--- src/rtl/bf16_operand_sequencer_pkg.sv ---
// Shared definitions for the bf16 operand sequencer: FSM encodings, display codes, bfloat16 literals.
// Pure constants and a sizing helper; no logic, no latency, no backpressure.
package bf16_operand_sequencer_pkg;

   typedef enum logic [2:0] {
      ST_LOAD_A = 3'd0,
      ST_LOAD_B = 3'd1,
      ST_LOAD_C = 3'd2,
      ST_START  = 3'd3,
      ST_WAIT   = 3'd4,
      ST_SHOW   = 3'd5,
      ST_ERROR  = 3'd6
   } seq_state_t;

   localparam logic [15:0] ERR_CODE   = 16'hDEAD;
   localparam logic [15:0] BF16_ZERO  = 16'h0000;
   localparam logic [15:0] BF16_ONE   = 16'h3F80;
   localparam logic [15:0] BF16_TWO   = 16'h4000;
   localparam logic [15:0] BF16_THREE = 16'h4040;

   // Counter width able to hold 0..n-1, never narrower than one bit.
   function automatic int unsigned cnt_width(input int unsigned n);
      return (n > 1) ? $clog2(n) : 1;
   endfunction

endpackage

--- src/rtl/bf16_operand_sequencer_btn_debounce.sv ---
// btn_debounce: 2-flop synchronizer, stability counter and one-cycle press pulse on the debounced rising edge.
// Latency: DEBOUNCE_CYCLES+2 cycles from a stable input change to press; no backpressure (pulse is fire-and-forget).
module btn_debounce
   import bf16_operand_sequencer_pkg::*;
#(
   parameter int unsigned DEBOUNCE_CYCLES = 1_000_000
) (
   input  logic clk_100MHz,
   input  logic reset,
   input  logic btn_raw,
   output logic press
);

   localparam int unsigned   CW       = cnt_width(DEBOUNCE_CYCLES);
   localparam logic [CW-1:0] CNT_LAST = CW'(DEBOUNCE_CYCLES - 1);

   logic [1:0]    sync_q;
   logic [1:0]    sync_vld;
   logic          btn_level;
   logic          armed;
   logic [CW-1:0] stab_cnt;
   logic          stable_done;

   assign stable_done = (sync_q[1] != btn_level) && (stab_cnt == CNT_LAST);

   always_ff @(posedge clk_100MHz or posedge reset) begin
      if (reset) begin
         sync_q    <= '0;
         sync_vld  <= '0;
         btn_level <= 1'b0;
         armed     <= 1'b0;
         stab_cnt  <= '0;
         press     <= 1'b0;
      end else begin
         sync_q   <= {sync_q[0], btn_raw};
         sync_vld <= {sync_vld[0], 1'b1};
         press    <= 1'b0;
         // A real low sample must be seen first, so a button held through reset never fires.
         if (sync_vld[1] && !sync_q[1]) begin
            armed <= 1'b1;
         end
         if (sync_q[1] == btn_level) begin
            stab_cnt <= '0;
         end else if (stable_done) begin
            stab_cnt  <= '0;
            btn_level <= sync_q[1];
            press     <= sync_q[1] & armed;
         end else begin
            stab_cnt <= stab_cnt + CW'(1);
         end
      end
   end

endmodule

--- src/rtl/bf16_operand_sequencer.sv ---
// Sequences three switch-entered bf16 operands into an FMA, then displays the result or a timeout code.
// Latency: outputs register one cycle after press/fma_done; no backpressure, presses outside LOAD/SHOW/ERROR are dropped.
module bf16_operand_sequencer
   import bf16_operand_sequencer_pkg::*;
#(
   parameter int unsigned DEBOUNCE_CYCLES = 1_000_000,
   parameter int unsigned TIMEOUT_CYCLES  = 1024
) (
   input  logic        clk_100MHz,
   input  logic        reset,
   input  logic [15:0] sw,
   input  logic        btn_next,
   input  logic [15:0] fma_result,
   input  logic        fma_done,
   output logic [15:0] op_a,
   output logic [15:0] op_b,
   output logic [15:0] op_c,
   output logic        fma_start,
   output logic        dm_write,
   output logic [15:0] data_in,
   output logic [2:0]  state_led
);

   localparam int unsigned   TW       = cnt_width(TIMEOUT_CYCLES);
   localparam logic [TW-1:0] TMO_LAST = TW'(TIMEOUT_CYCLES - 1);

   seq_state_t    state, state_n;
   logic [15:0]   op_a_n, op_b_n, op_c_n, data_in_n;
   logic          dm_write_n, fma_start_n;
   logic [TW-1:0] tmo_cnt, tmo_cnt_n;
   logic          press;
   logic          press_ok;

   btn_debounce #(
      .DEBOUNCE_CYCLES(DEBOUNCE_CYCLES)
   ) u_btn_debounce (
      .clk_100MHz(clk_100MHz),
      .reset     (reset),
      .btn_raw   (btn_next),
      .press     (press)
   );

   // A press landing right on a display strobe is dropped so dm_write never repeats back-to-back.
   assign press_ok  = press & ~dm_write;
   assign state_led = state;

   always_comb begin
      state_n     = state;
      op_a_n      = op_a;
      op_b_n      = op_b;
      op_c_n      = op_c;
      data_in_n   = data_in;
      dm_write_n  = 1'b0;
      fma_start_n = 1'b0;
      tmo_cnt_n   = tmo_cnt;
      case (state)
         ST_LOAD_A: begin
            if (press_ok) begin
               op_a_n     = sw;
               data_in_n  = sw;
               dm_write_n = 1'b1;
               state_n    = ST_LOAD_B;
            end
         end
         ST_LOAD_B: begin
            if (press_ok) begin
               op_b_n     = sw;
               data_in_n  = sw;
               dm_write_n = 1'b1;
               state_n    = ST_LOAD_C;
            end
         end
         ST_LOAD_C: begin
            if (press_ok) begin
               op_c_n     = sw;
               data_in_n  = sw;
               dm_write_n = 1'b1;
               state_n    = ST_START;
            end
         end
         ST_START: begin
            fma_start_n = 1'b1;
            tmo_cnt_n   = '0;
            state_n     = ST_WAIT;
         end
         ST_WAIT: begin
            // A done arriving on the final counted cycle still beats the timeout.
            if (fma_done) begin
               data_in_n  = fma_result;
               dm_write_n = 1'b1;
               state_n    = ST_SHOW;
            end else if (tmo_cnt == TMO_LAST) begin
               data_in_n  = ERR_CODE;
               dm_write_n = 1'b1;
               state_n    = ST_ERROR;
            end else begin
               tmo_cnt_n = tmo_cnt + TW'(1);
            end
         end
         ST_SHOW, ST_ERROR: begin
            if (press_ok) begin
               data_in_n  = BF16_ZERO;
               dm_write_n = 1'b1;
               state_n    = ST_LOAD_A;
            end
         end
         default: begin
            state_n = ST_LOAD_A;
         end
      endcase
   end

   always_ff @(posedge clk_100MHz or posedge reset) begin
      if (reset) begin
         state     <= ST_LOAD_A;
         op_a      <= '0;
         op_b      <= '0;
         op_c      <= '0;
         data_in   <= '0;
         dm_write  <= 1'b0;
         fma_start <= 1'b0;
         tmo_cnt   <= '0;
      end else begin
         state     <= state_n;
         op_a      <= op_a_n;
         op_b      <= op_b_n;
         op_c      <= op_c_n;
         data_in   <= data_in_n;
         dm_write  <= dm_write_n;
         fma_start <= fma_start_n;
         tmo_cnt   <= tmo_cnt_n;
      end
   end

endmodule

--- config.mk ---
export PLATFORM = sky130hd
export DESIGN_NAME = bf16_operand_sequencer
export DESIGN_NICKNAME = d
export VERILOG_FILES = /design/src/rtl/bf16_operand_sequencer_pkg.sv /design/src/rtl/bf16_operand_sequencer_btn_debounce.sv /design/src/rtl/bf16_operand_sequencer.sv
export SDC_FILE = /design/constraint.sdc
export NUM_CORES = 1
export LEC_CHECK = 0
export BUFFER_PORTS_ARGS = -buffer_cell sky130_fd_sc_hd__buf_4
export CORE_MARGIN = 2
export CORE_UTILIZATION = 54
export DETAILED_ROUTE_END_ITERATION = 12
export GPL_TIMING_DRIVEN = 0
export PLACE_DENSITY = 0.85
export SLEW_MARGIN = 0
export SYNTH_ARGS = -nofsm -noshare
export SYNTH_HDL_FRONTEND = slang
export SYNTH_HIERARCHICAL = 1
export SYNTH_SLANG_ARGS = --single-unit
--- constraint.sdc ---
create_clock -name clk_100MHz -period 2.9 [get_ports clk_100MHz]
set_input_delay 0.29 -clock clk_100MHz [delete_from_list [all_inputs] [get_ports clk_100MHz]]
set_output_delay 0.29 -clock clk_100MHz [all_outputs]
set_load 0.1 [all_outputs]
==> results.md <==
- CP endpoint kind: flop
- DR vias: 3497
- Via/cell ratio: 5.677
- GRT busiest layer: met2
- Placed instance area: 5698 µm²
- Layout cells sized above 1: 40.55%
- Design area: 5894 µm²
- Final Slew Violations: 0
- Minimum clock period: 2544 ps
- DR WL/cell: 17.45 µm
- Syn_area_per_cell: 12.30 µm²
- Slew HR: 23.98%
- Die height: 97.88 µm
- Mapped cell area: 4760 µm²
- Inserted Clock Buffers: 9
- Actual slew at the worst max-slew pin: 1131 ps
- Drt first-iter violations: 187
- Root buffer cell: clkbuf_8
- Core Rows: 34
- Setup crit end: op_a[5]
- Router iterations before antenna repair: 4
- GRT Overall Usage: 22.72%
- Cells after Synth: 387
- FF-to-FF setup slack: 360 ps
- Tcrit/Tclk final: 87.74%
- Worst slack, placed: 400.1 ps
- #FFs+latches synth: 106
- # H-tree levels: 3
- Final Setup Violations: 0
- CP arrival: 2800 ps
- I/O pin cnt: 105
- # clock sinks: 106
- Critical path class: flop to flop
- Post-synth top flop: dfrtp_1
- CP Max Fanout: 10
- Sequential area share after synthesis: 55.73%
- Commonest cells post-synth: dfrtp_1 (106), mux2_2 (51), o21ai_0 (35)
- Clk Latency, worst-skew pair: 370 ps
- Async SR Flop Fraction: 100.0%
- Post-synth cell types: 61
- CTS resizes: 0
- DRC violations left: 0
- Final core utilization: 68.26%
- Final #Nets: 541
- Crit path launch: state_led[1]
- Worst Reg-to-Reg Cells: 4
- Leak: 2.836 nW
- Met1 Use GR: 30.11%
- RSZ-0062 raised after global routing: no
- Outcome: complete, no violations
- Placer Congestion: 0.8233
- Warnings, synthesis: 6
- Largest net degree at the start of global routing: 76
- Tot Pwr: 3.364 mW
- CTS clk-pin slew, worst paths: 100 ps
- Core footprint: 8636 µm²
- Die W: 97.88 µm
- Final hold violations: 0
- Syn_nets: 425
- Number of port buffers: 103
- Post-synth EDFFs: 0
- Final setup margin: 355.6 ps
- M2 GR Usage: 38.72%
- Max_cap viols: 0
- Worst hold path class: primary input to flop
- R2R Path End: op_a[5]
- Total wire length: 10.75 mm
- Vias in the first global route: 3487
- Clock skew: 11.20 ps
- TritonCTS clock tree: done
- N_diodes: 0
- Maximum vdd drop: 0.2816 mV
- Area Overhead vs Synth: 23.84%
- Synth area leaders: dfrtp_1 (56%), mux2_2 (12%), o21ai_0 (3.7%), mux2_4 (2.8%), nand2_1 (1.7%)
- Grt total ovfl: 0
- Cell taking the most area after synthesis: dfrtp_1
- Initial antenna violation count: 0
- R2r startpoint: state_led[1]
- Startpoint type of the worst setup path: flop
- CTS Buffer Depth: 2
- Die area: 9580 µm²
- Pwr dens: 570.7 nW/µm²
- Fmax: 0.3930 GHz
- Critical Path RT: 3160 ps
- First-pass GRT wire length: 17.35 mm
- Post-DRT Antenna Nets: 0
- Initial Util: 55.11%
- HPWL after detailed placement: 7.755 mm
- Count leader, synth: dfrtp_1
- Area fraction of the dominant cell type after synthesis: 55.73%
- Met3 GRT Util: 3.865%
## layout make-up
type	count	area [µm²]
Buffer	16	116.4
Clock buffer	9	123.9
Clock inverter	7	62.56
Fill cell	641	2741
Inverter	18	70.07
Multi-Input combinational cell	247	1923
Sequential cell	106	2653
Tap cell	108	135.1
Timing Repair Buffer	105	810.8
## flip-flops by register name, summed over array words and instances (netlist names)
name                      cells
tmo_cnt                      10
u_btn_debounce/btn_level      1
dm_write                      1
u_btn_debounce/sync_q         2
fma_start                     1
u_btn_debounce/stab_cnt      20
op_a                         16
u_btn_debounce/armed          1
op_c                         16
u_btn_debounce/sync_vld       2
data_in                      16
u_btn_debounce/press          1
op_b                         16
state_led                     3
## worst max-delay path: stages, from the launching register on
cell and delay, ps:
dfrtp_1 420, buf_4 180, nor4_2 970, buf_2 470, mux2_2 380
## report_power, final
group | internal [mW] | switching [mW]
registers | 1.56 | 0.0649
logic | 0.228 | 0.636
clock network | 0.329 | 0.545
total | 2.12 | 1.25
## worst min path at each step
stage,startpoint,end,slack [ps],depth (start not counted)
6_report,btn_next,u_btn_debounce/sync_q[0],20,1
4_1_cts,btn_next,u_btn_debounce/sync_q[0],10,1
3_5_place_dp,reset,op_b[15],180,2
2_1_floorplan,btn_next,u_btn_debounce/sync_q[0],320,0
3_3_place_gp,u_btn_debounce/sync_vld[0],u_btn_debounce/sync_vld[1],330,0
5_1_grt,btn_next,u_btn_debounce/sync_q[0],10,1
## timing repair
action / in CTS / in global routing
hold endpoints to repair: 4 / 0
buffers inserted: 0 / 0
endpoints found under the setup margin: 0 / 0
hold buffers: 1 / 0
## cells in the final DEF, fill, tap and decap left out, types with 6 or more instances in the layout
master    instances
dfrtp_1         106
xnor2_1           7
nand2_1          22
mux2_4            9
nor2_1           15
buf_4           109
clkbuf_8          9
a21oi_1           7
inv_1            17
and3_1            6
nand3_1          10
mux2_2           51
o21ai_0          35
xor2_1            7
## routing by layer
metal  wire, µm  vias up
li1           -     1620
met1       4640     1762
met2       5504      103
met3        468       12
met4        135        0
met5          0        -
## metrics by stage
step	hold WS, ps	std cells	TNS (ps)
2_1_floorplan	321.4	387	0
3_3_place_gp	332.0	598	-23130
3_5_place_dp	182.8	599	0
4_1_cts	13.28	616	0
5_1_grt	14.10	616	0
6_report	23.77	616	0
## logic make-up after synthesis
family	synth area share [%]
AO/OA/AOI/OAI	9.753
XOR/XNOR	2.576
adder cells (fa/ha/maj)	0.7360
buffers and inverters	3.864
flip-flops	55.73
multiplexers	15.12
other	0.07879
AND/OR/NAND/NOR	12.15
Power figures use the tool's default switching activity.
